===== src/rtl/coin_pkg.sv =====
// Shared types and default constants for the coin acceptor front-end.
package coin_pkg;

    localparam int CREDIT_W_DEF = 4;
    localparam int PRICE_M1_DEF = 2;
    localparam int PRICE_M2_DEF = 3;
    localparam int PRICE_M3_DEF = 4;

    typedef enum logic [2:0] {
        ST_IDLE    = 3'd0,
        ST_COLLECT = 3'd1,
        ST_PAID    = 3'd2,
        ST_IN_USE  = 3'd3,
        ST_REFUND  = 3'd4
    } coin_state_e;

    typedef enum logic {
        PH_ON  = 1'b0,
        PH_OFF = 1'b1
    } refund_phase_e;

endpackage


===== src/rtl/coin_debounce.sv =====
// Two-flop synchroniser followed by a stable-count filter.
// Emits a one-cycle pulse when the filtered level rises.
module coin_debounce #(
    parameter int DEBOUNCE_CYCLES = 50000
) (
    input  logic i_clk,
    input  logic i_rst,
    input  logic i_in,
    output logic o_pulse
);

    localparam int CNT_W = (DEBOUNCE_CYCLES > 1) ? $clog2(DEBOUNCE_CYCLES) : 1;
    localparam logic [CNT_W-1:0] CNT_LAST = CNT_W'(DEBOUNCE_CYCLES - 1);

    logic             sync1_r;
    logic             sync2_r;
    logic             level_r;
    logic             pulse_r;
    logic [CNT_W-1:0] cnt_r;

    // Bring the asynchronous input into the clock domain
    always_ff @(posedge i_clk) begin
        if (i_rst) begin
            sync1_r <= 1'b0;
            sync2_r <= 1'b0;
        end else begin
            sync1_r <= i_in;
            sync2_r <= sync1_r;
        end
    end

    // Flip the filtered level only after DEBOUNCE_CYCLES consistent samples
    always_ff @(posedge i_clk) begin
        if (i_rst) begin
            level_r <= 1'b0;
            cnt_r   <= '0;
            pulse_r <= 1'b0;
        end else begin
            pulse_r <= 1'b0;
            if (sync2_r != level_r) begin
                if (cnt_r == CNT_LAST) begin
                    level_r <= sync2_r;
                    cnt_r   <= '0;
                    pulse_r <= sync2_r;
                end else begin
                    cnt_r <= cnt_r + 1'b1;
                end
            end else begin
                cnt_r <= '0;
            end
        end
    end

    assign o_pulse = pulse_r;

endmodule


===== src/rtl/coin_acceptor.sv =====
// Payment front-end: counts debounced coins against the selected mode's
// price, signals "paid" to the washer, deducts at cycle start and returns
// remaining credit as timed solenoid pulses.
module coin_acceptor
    import coin_pkg::*;
#(
    parameter int DEBOUNCE_CYCLES = 50000,
    parameter int PRICE_M1        = PRICE_M1_DEF,
    parameter int PRICE_M2        = PRICE_M2_DEF,
    parameter int PRICE_M3        = PRICE_M3_DEF,
    parameter int CREDIT_W        = CREDIT_W_DEF,
    parameter int REFUND_ON       = 25000,
    parameter int REFUND_OFF      = 25000
) (
    input  logic                i_clk,
    input  logic                i_rst,
    input  logic                i_coin_raw,
    input  logic                i_mode_1,
    input  logic                i_mode_2,
    input  logic                i_mode_3,
    input  logic                i_cancel,
    input  logic                i_cycle_active,
    input  logic                i_cycle_done,
    output logic                o_coin_n,
    output logic [CREDIT_W-1:0] o_credit,
    output logic [CREDIT_W-1:0] o_price,
    output logic                o_refund,
    output logic                o_refund_busy,
    output logic                o_reject
);

    localparam int RT_MAX = (REFUND_ON > REFUND_OFF) ? REFUND_ON : REFUND_OFF;
    localparam int RT_W   = (RT_MAX > 1) ? $clog2(RT_MAX) : 1;
    localparam logic [RT_W-1:0]     ON_LAST    = RT_W'(REFUND_ON - 1);
    localparam logic [RT_W-1:0]     OFF_LAST   = RT_W'(REFUND_OFF - 1);
    localparam logic [CREDIT_W-1:0] CREDIT_MAX = '1;
    localparam logic [CREDIT_W-1:0] CREDIT_ONE = CREDIT_W'(1);

    coin_state_e         state_r, state_nxt_s;
    refund_phase_e       phase_r, phase_nxt_s;
    logic [CREDIT_W-1:0] credit_r, credit_nxt_s, credit_inc_s, price_s;
    logic [RT_W-1:0]     rtimer_r, rtimer_nxt_s;
    logic                coin_pulse_s, cyc_act_d_r, cyc_rise_s;
    logic                accept_s, reject_s;
    logic                coin_n_r, refund_r, busy_r, reject_r;
    logic [CREDIT_W-1:0] price_r;

    // Price must be non-zero and covered by the credit
    function automatic logic sufficient(input logic [CREDIT_W-1:0] credit,
                                        input logic [CREDIT_W-1:0] price);
        return (price != '0) && (credit >= price);
    endfunction

    coin_debounce #(
        .DEBOUNCE_CYCLES(DEBOUNCE_CYCLES)
    ) u_coin_debounce (
        .i_clk  (i_clk),
        .i_rst  (i_rst),
        .i_in   (i_coin_raw),
        .o_pulse(coin_pulse_s)
    );

    assign cyc_rise_s   = i_cycle_active & ~cyc_act_d_r;
    assign credit_inc_s = credit_r + {{(CREDIT_W-1){1'b0}}, accept_s};

    // Price of the selected mode, mode 1 has highest priority
    always_comb begin
        price_s = '0;
        if (i_mode_1) begin
            price_s = CREDIT_W'(PRICE_M1);
        end else if (i_mode_2) begin
            price_s = CREDIT_W'(PRICE_M2);
        end else if (i_mode_3) begin
            price_s = CREDIT_W'(PRICE_M3);
        end else begin
            price_s = '0;
        end
    end

    // Coins are refused while busy with a wash or refund, or when credit is full
    always_comb begin
        accept_s = 1'b0;
        reject_s = 1'b0;
        if (coin_pulse_s) begin
            if ((state_r == ST_IN_USE) || (state_r == ST_REFUND) ||
                (credit_r == CREDIT_MAX)) begin
                reject_s = 1'b1;
            end else begin
                accept_s = 1'b1;
            end
        end else begin
            accept_s = 1'b0;
            reject_s = 1'b0;
        end
    end

    // Next-state, credit and refund timer; sufficiency looks at the credit
    // including this cycle's coin so "paid" follows the coin immediately
    always_comb begin
        state_nxt_s  = state_r;
        credit_nxt_s = credit_inc_s;
        phase_nxt_s  = phase_r;
        rtimer_nxt_s = rtimer_r;
        case (state_r)
            ST_IDLE: begin
                if (accept_s) begin
                    state_nxt_s = ST_COLLECT;
                end else begin
                    state_nxt_s = ST_IDLE;
                end
            end
            ST_COLLECT: begin
                if (i_cancel) begin
                    state_nxt_s  = ST_REFUND;
                    phase_nxt_s  = PH_ON;
                    rtimer_nxt_s = '0;
                end else if (sufficient(credit_inc_s, price_s)) begin
                    state_nxt_s = ST_PAID;
                end else begin
                    state_nxt_s = ST_COLLECT;
                end
            end
            ST_PAID: begin
                if (i_cancel) begin
                    state_nxt_s  = ST_REFUND;
                    phase_nxt_s  = PH_ON;
                    rtimer_nxt_s = '0;
                end else if (!sufficient(credit_inc_s, price_s)) begin
                    state_nxt_s = ST_COLLECT;
                end else if (cyc_rise_s) begin
                    state_nxt_s  = ST_IN_USE;
                    credit_nxt_s = credit_inc_s - price_s;
                end else begin
                    state_nxt_s = ST_PAID;
                end
            end
            ST_IN_USE: begin
                credit_nxt_s = credit_r;
                if (i_cycle_done) begin
                    if (credit_r != '0) begin
                        state_nxt_s  = ST_REFUND;
                        phase_nxt_s  = PH_ON;
                        rtimer_nxt_s = '0;
                    end else begin
                        state_nxt_s = ST_IDLE;
                    end
                end else begin
                    state_nxt_s = ST_IN_USE;
                end
            end
            ST_REFUND: begin
                credit_nxt_s = credit_r;
                if (credit_r == '0) begin
                    state_nxt_s = ST_IDLE;
                end else if (phase_r == PH_ON) begin
                    if (rtimer_r == ON_LAST) begin
                        phase_nxt_s  = PH_OFF;
                        rtimer_nxt_s = '0;
                    end else begin
                        rtimer_nxt_s = rtimer_r + 1'b1;
                    end
                end else begin
                    if (rtimer_r == OFF_LAST) begin
                        credit_nxt_s = credit_r - 1'b1;
                        phase_nxt_s  = PH_ON;
                        rtimer_nxt_s = '0;
                        if (credit_r == CREDIT_ONE) begin
                            state_nxt_s = ST_IDLE;
                        end else begin
                            state_nxt_s = ST_REFUND;
                        end
                    end else begin
                        rtimer_nxt_s = rtimer_r + 1'b1;
                    end
                end
            end
            default: begin
                state_nxt_s  = ST_IDLE;
                credit_nxt_s = '0;
                phase_nxt_s  = PH_ON;
                rtimer_nxt_s = '0;
            end
        endcase
    end

    // State, credit, refund timer and cycle_active edge history
    always_ff @(posedge i_clk) begin
        if (i_rst) begin
            state_r     <= ST_IDLE;
            credit_r    <= '0;
            phase_r     <= PH_ON;
            rtimer_r    <= '0;
            cyc_act_d_r <= 1'b0;
        end else begin
            state_r     <= state_nxt_s;
            credit_r    <= credit_nxt_s;
            phase_r     <= phase_nxt_s;
            rtimer_r    <= rtimer_nxt_s;
            cyc_act_d_r <= i_cycle_active;
        end
    end

    // Output registers; coin_n trails the state by one cycle
    always_ff @(posedge i_clk) begin
        if (i_rst) begin
            coin_n_r <= 1'b1;
            refund_r <= 1'b0;
            busy_r   <= 1'b0;
            reject_r <= 1'b0;
            price_r  <= '0;
        end else begin
            coin_n_r <= (state_r != ST_PAID);
            refund_r <= (state_nxt_s == ST_REFUND) && (phase_nxt_s == PH_ON);
            busy_r   <= (state_nxt_s == ST_REFUND);
            reject_r <= reject_s;
            price_r  <= price_s;
        end
    end

    assign o_coin_n      = coin_n_r;
    assign o_credit      = credit_r;
    assign o_price       = price_r;
    assign o_refund      = refund_r;
    assign o_refund_busy = busy_r;
    assign o_reject      = reject_r;

endmodule


===== config.mk =====
export PLATFORM = sky130hd
export DESIGN_NAME = coin_acceptor
export DESIGN_NICKNAME = d
export VERILOG_FILES = /design/src/rtl/coin_pkg.sv /design/src/rtl/coin_debounce.sv /design/src/rtl/coin_acceptor.sv
export SDC_FILE = /design/constraint.sdc
export NUM_CORES = 1
export LEC_CHECK = 0
export ABC_AREA = 0
export CORE_ASPECT_RATIO = 0.5
export CORE_UTILIZATION = 45
export DETAILED_ROUTE_END_ITERATION = 10
export GPL_TIMING_DRIVEN = 0
export HOLD_SLACK_MARGIN = 0.06
export PLACE_DENSITY = 0.6
export SLEW_MARGIN = 0
export SYNTH_ARGS = -nofsm -noshare
export SYNTH_HDL_FRONTEND = slang
export SYNTH_SLANG_ARGS = --single-unit

===== constraint.sdc =====
create_clock -name i_clk -period 3.7 [get_ports i_clk]
set_input_delay 1.11 -clock i_clk [delete_from_list [all_inputs] [get_ports i_clk]]
set_output_delay 1.11 -clock i_clk [all_outputs]
set_load 0.05 [all_outputs]

== Word level (Yosys, flattened, before mapping) ==
Cells that the tools add are included.
Word-level totals
  flip-flop bits (word level): 52
Operators by class
  $add $sub $neg: 5
  order comparisons: 1
  equal/unequal tests: 17
  multiplexer cells: 40
  bitwise logic cells: 8
  reductions and logical operators: 16
Operator list (number)
  2-to-1 mux 15 bit: 5
  case mux 15 bit (4 select lines): 1
  2-to-1 mux 3 bit: 11
  2-to-1 mux 4 bit: 6
  adder 16 x 1 -> 16 bit (second input constant): 1
  == test 16 bit (second input constant): 1
  case mux 4 bit (4 select lines): 1
  adder 15 x 1 -> 15 bit (second input constant): 1
  == test 15 bit (second input constant): 1
  case mux 3 bit (5 select lines): 1
  2-to-1 mux 1 bit: 12
  nonzero test 4 bit: 2
  NOT 1 bit: 7
  == test 3 x 2 -> 1 bit (second input constant): 2
  == test 3 bit (second input constant): 2
  != test 2 x 1 -> 1 bit (second input constant): 3
  != test 2 bit (second input constant): 3
  OR reduction 2 bit: 3
  OR reduction 3 bit: 2
  AND reduction 5 bit: 1
  adder 4 x 1 -> 4 bit: 1
  == test 4 x 1 -> 1 bit (second input constant): 1
  == test 4 bit (second input constant): 1
  greater-or-equal comparator 4 bit: 1
  14 further kinds: 17

== Logic depth before layout (Yosys ltp) ==
  depth in word-level cells: 13
  gate-level depth with buffers: 14
  depth with buffers taken out: 13

== By module ==
Synthesis repeated with hierarchy kept, for this count alone.
Unflattened totals
  cells, all modules: 347
  area total of the unflattened synthesis: 2867.8 sq um
Modules (own cells, without submodules)
  coin_acceptor: times used 1, cells an instance 248, area an instance 1981.9 sq um, seq. area each 620.6 sq um
  coin_debounce: times used 1, cells an instance 99, area an instance 885.8 sq um, seq. area each 400.4 sq um

== Least setup slack after synthesis ==
OpenSTA, ideal clock, no wires.
  kind: flip-flop to flip-flop
  start: register credit_r[0] (netlist: o_credit[0])
  end: register credit_r[1] (netlist: o_credit[1])
  library setup time: 0.122 ns
  arrival: 3.366 ns
  required time: 3.578 ns
  slack: 0.212 ns
  stages on the path, launching flop included: 12
  path buffers: 0
  clock period less this slack: 3.488 ns
  path through: dfxtp_1 -> ha_1 -> a311oi_1 -> and2_1 -> ha_1 -> ha_1 -> fa_1 -> a21oi_1 -> and2_1 -> a211o_1 -> mux2_2 -> a221o_1
Between the ends
  longest elaborated chain between the ends: 10
  elaborated cells on any way between the ends: 19
  classes of those cells: add/sub: 3; order compare: 1; eq/ne: 2; mux: 9; reduce/logical: 4
Ends and longest elaborated chain
  start: declaration: line coin_acceptor.sv:41  | logic [CREDIT_W-1:0] credit_r, credit_nxt_s, credit_inc_s, price_s;
  start signal: assignment: line coin_acceptor.sv:196  | credit_r <= credit_nxt_s;
  == test 4 bit: line coin_acceptor.sv:86  | (credit_r == CREDIT_MAX)) begin
  logical OR 1 bit: line coin_acceptor.sv:85  | if ((state_r == ST_IN_USE) || (state_r == ST_REFUND) ||
  2-to-1 mux 1 bit: line coin_acceptor.sv:85
  2-to-1 mux 1 bit: line coin_acceptor.sv:84  | if (coin_pulse_s) begin
  adder 4 x 1 -> 4 bit: line coin_acceptor.sv:64  | assign credit_inc_s = credit_r + {{(CREDIT_W-1){1'b0}}, accept_s};
  subtractor 4 bit / greater-or-equal comparator 4 bit (equally long branches): line coin_acceptor.sv:132, coin_acceptor.sv:51
  2-to-1 mux 4 bit / logical AND 1 bit (equally long branches): line coin_acceptor.sv:130, coin_acceptor.sv:51
  2-to-1 mux 4 bit: line coin_acceptor.sv:128  | end else if (!sufficient(credit_inc_s, price_s)) begin
  2-to-1 mux 4 bit: line coin_acceptor.sv:124  | if (i_cancel) begin
  case mux 4 bit (4 select lines): line coin_acceptor.sv:104  | case (state_r)
Several ways; a longest one is shown, not always the timed one. The select of a mux whose other input is x is not followed.
A chain may end at the register's enable or synchronous reset.

== Final worst setup path ==
  start: register state_r[0]
  end: register credit_r[2] (netlist: o_credit[2])
Between the ends
  longest elaborated chain between the ends: 11
  elaborated cells on any way between the ends: 23
  classes of those cells: add/sub: 2; order compare: 1; eq/ne: 7; mux: 6; bitwise: 1; reduce/logical: 6
Ends and longest elaborated chain
  start: declaration: line coin_acceptor.sv:39  | coin_state_e state_r, state_nxt_s;
  start signal: assignment: line coin_acceptor.sv:195  | state_r <= state_nxt_s;
  == test 3 x 2 -> 1 bit / == test 3 bit (equally long branches): line coin_acceptor.sv:85, coin_acceptor.sv:104
  logical OR 1 bit (2 in a row): line coin_acceptor.sv:85
  2-to-1 mux 1 bit: line coin_acceptor.sv:85
  2-to-1 mux 1 bit: line coin_acceptor.sv:84
  adder 4 x 1 -> 4 bit: line coin_acceptor.sv:64
  subtractor 4 bit / greater-or-equal comparator 4 bit (equally long branches): line coin_acceptor.sv:132, coin_acceptor.sv:51
  2-to-1 mux 4 bit / logical AND 1 bit (equally long branches): line coin_acceptor.sv:130, coin_acceptor.sv:51
  2-to-1 mux 4 bit: line coin_acceptor.sv:128
  2-to-1 mux 4 bit: line coin_acceptor.sv:124
  case mux 4 bit (4 select lines): line coin_acceptor.sv:104
Several ways; a longest one is shown, not always the timed one.

==> flow_summary.json <==
{
  "outcome": "finished, violations left",
  "violations": "design-rule violations",
  "synth_top_area_frac": 0.373,
  "h-tree-depth": 2,
  "fillers": 533,
  "endpoint": "o_credit[2]$_SDFFE_PP0P_",
  "path_max_fanout": 10,
  "ys_types": 62,
  "use_met1": 0.288,
  "synth_top_flop_cell": "dfxtp_1",
  "yosysMostFrequentCell": "dfxtp_1",
  "wl_per_cell_um": 14.0,
  "cts_buffer_depth": 2,
  "area_growth_pct": 17.0,
  "relSlewSlack": 0.467,
  "worstSetupPathType": "reg -> reg",
  "syn_inst": 315,
  "maxCapViolations": 0,
  "end_kind": "flip-flop",
  "startpoint": "state_r[0]$_SDFF_PP0_",
  "initial_utilization": 0.483,
  "peakVddDrop_v": 0.000198,
  "synth_top_cell_by_area": "dfxtp_1",
  "hp-class": "reg -> reg",
  "port_buffers": 19,
  "yosys-top-cells-area": "dfxtp_1 (37%), xnor2_1 (6.4%), nor2_1 (6.0%), ha_1 (4.6%), xor2_1 (3.5%)",
  "synth-async-reset-ratio": 0,
  "first_pass_iters": 7,
  "grt_pass1_wl_mm": 10.1,
  "power_density_nw_per_um2": 335,
  "grt_pass1_vias": 2108,
  "num_antenna_cells": 0,
  "nets": 362,
  "ys_seq_area_frac": 0.373,
  "fmax_mhz": 283,
  "hpwlAfterDp_mm": 4.24,
  "dieArea_um2": 6410,
  "clk_latency_ns": 0.29,
  "fp.dieH_um": 57.1,
  "cts_tree": "done",
  "final_cell_area_um2": 3200,
  "core-area_um2": 5660,
  "cp_data_arrival_time_ns": 3.71,
  "min_period_ns": 3.53,
  "cts.sinks": 51,
  "ff2ff_setup_slack_ns": 0.17,
  "setup_viol": 0,
  "grt_util_met2": 0.285,
  "rows": 19,
  "top_usage_layer": "met1",
  "rsz0062_at_grt": "false",
  "rr_worst_depth": 12,
  "cts-root-buf": "clkbuf_16",
  "grt_max_degree": 17,
  "final_antenna_net_count": 0,
  "cts_inserted_buffers": 5,
  "worstReg2RegEnd": "o_credit[2]$_SDFFE_PP0P_",
  "final_layout_size_suffix_gt1_frac": 0.102,
  "placed_cell_area_um2": 3020,
  "drc_errors": 1,
  "ioPinCount": 21,
  "drt_iter0_drc": 123,
  "vias": 2281,
  "use_met3": 0.0499,
  "clkTransAtPathRegs_ns": 0.07,
  "finalHoldViolations": 0,
  "worstPathRequired_ns": 3.88,
  "grt_overflow": 0,
  "tightest_slew_ns": 0.779,
  "r2r_start": "state_r[0]$_SDFF_PP0_",
  "wl_mm": 5.82,
  "chipWidth_um": 112,
  "synth-edff-count": 0,
  "netlist_area_um2": 2740,
  "syn_avg_cell_area_um2": 8.68,
  "fin_tns_setup_ns": 0,
  "skew_ns": 0.00306,
  "viasPerCell": 5.48,
  "power.leakage_nw": 1.12,
  "maxSlewViolCount": 0,
  "grt_util_all_layers": 0.201,
  "gp_congestion": 0.903,
  "ys_top_cells_by_count": "dfxtp_1 (51), nor2_1 (44), xnor2_1 (20), nand2_1 (18), nand3_1 (16)",
  "ys_ff_latch": 51,
  "min_period_over_period": 0.955,
  "antenna_found_initial": 0,
  "synthesis.nets": 335,
  "start_kind": "flip-flop",
  "yosysWarnings": 0
}
## worst max-delay path, cell delays in order, from the launching register on
cell	delay [ns]
dfxtp_1	0.34
clkbuf_4	0.20
and3b_1	0.22
a311oi_2	0.27
and2_4	0.20
ha_1	0.16
ha_1	0.30
fa_1	0.48
a21oi_1	0.19
and2_1	0.19
a211o_1	0.21
mux2_2	0.36
a221o_1	0.30
## registers in the layout, indices dropped and copies added (netlist names)
signal,flops
u_coin_debounce.sync1_r,1
u_coin_debounce.o_pulse,1
phase_r,1
u_coin_debounce.sync2_r,1
o_refund,1
cyc_act_d_r,1
u_coin_debounce.level_r,1
o_coin_n,1
o_price,3
rtimer_r,15
u_coin_debounce.cnt_r,16
state_r,3
o_refund_busy,1
o_reject,1
o_credit,4
## cells in the final DEF (no fill, tap or decap), types with 3 or more instances in the layout
master,count
a211oi_1,9
a21oi_1,10
a221o_1,3
and3_1,5
buf_2,3
clkbuf_1,4
clkbuf_16,5
clkdlybuf4s50_1,19
dfxtp_1,51
ha_1,10
inv_1,14
nand2_1,18
nand2b_1,3
nand3_1,16
nand4_1,5
nor2_1,44
nor2b_1,5
nor3_1,15
nor4b_1,4
o21a_1,3
o21ai_0,3
or2_2,3
xnor2_1,20
xor2_1,10
## cell type report
class,instances,area (um2),area share
inverter,14,52.6,0.0164
multi-input combinational,238,1620,0.507
timing repair buffer,20,198,0.0618
tap,73,91.3,0.0285
clock buffer,5,125,0.0391
buffer,12,71.3,0.0223
sequential,51,1020,0.319
clock inverter,3,18.8,0.00586
## layer usage
metal	routed length, um	vias up	share of wire
li1	-	1166	-
met1	3110	1067	0.53
met2	2430	46	0.42
met3	251	2	0.043
met4	37	0	0.0064
met5	0	-	0
## where the power goes
part | switching, mW | total [mW] | internal [mW]
registers | 0.00127 | 0.553 | 0.552
clock network | 0.214 | 0.465 | 0.251
logic | 0.0305 | 0.0528 | 0.0223
total | 0.246 | 1.07 | 0.825
## through the flow
stage               setup WS, ns  power, mW   util  hold WS [ns]  std cells
detailed placement        -0.154      0.619  0.533         0.427        407
global route              0.0128       1.11  0.566         0.460        416
global placement          -0.159      0.618  0.533         0.418        407
finish                     0.168       1.07  0.566         0.442        416
floorplan                  0.212      0.598      -         0.414        315
CTS                       0.0464       1.09  0.560         0.443        415
## worst min-delay path by stage
stage	startpoint	end	slack (ns)	cells after the start
6_report	u_coin_debounce.sync1_r$_SDFF_PP0_	u_coin_debounce.sync2_r$_SDFF_PP0_	0.44	1
5_1_grt	u_coin_debounce.sync1_r$_SDFF_PP0_	u_coin_debounce.sync2_r$_SDFF_PP0_	0.46	1
4_1_cts	u_coin_debounce.sync1_r$_SDFF_PP0_	u_coin_debounce.sync2_r$_SDFF_PP0_	0.44	1
3_5_place_dp	u_coin_debounce.sync1_r$_SDFF_PP0_	u_coin_debounce.sync2_r$_SDFF_PP0_	0.43	1
3_3_place_gp	u_coin_debounce.sync1_r$_SDFF_PP0_	u_coin_debounce.sync2_r$_SDFF_PP0_	0.42	1
2_1_floorplan	u_coin_debounce.sync1_r$_SDFF_PP0_	u_coin_debounce.sync2_r$_SDFF_PP0_	0.41	1
## repair_timing
action | in CTS | in global routing
hold buffers | 0 | 0
resized for setup | 3 | 7
gates cloned | 0 | 0
endpoints found under the setup margin | 3 | 3
pin swaps | 0 | 1
setup buffers | 0 | 1
## cells by family after synthesis
kind of cell    count (synthesis)  share of synthesized area
compound gates                 50                      0.142
xor+xnor                       31                     0.0993
fa+ha+maj                      11                     0.0531
buf+inv                        26                     0.0435
flops                          51                      0.373
mux                             4                     0.0156
other cells                     1                    0.00137
simple gates                  141                      0.272
No activity file was read; power rests on OpenSTA's default activity.
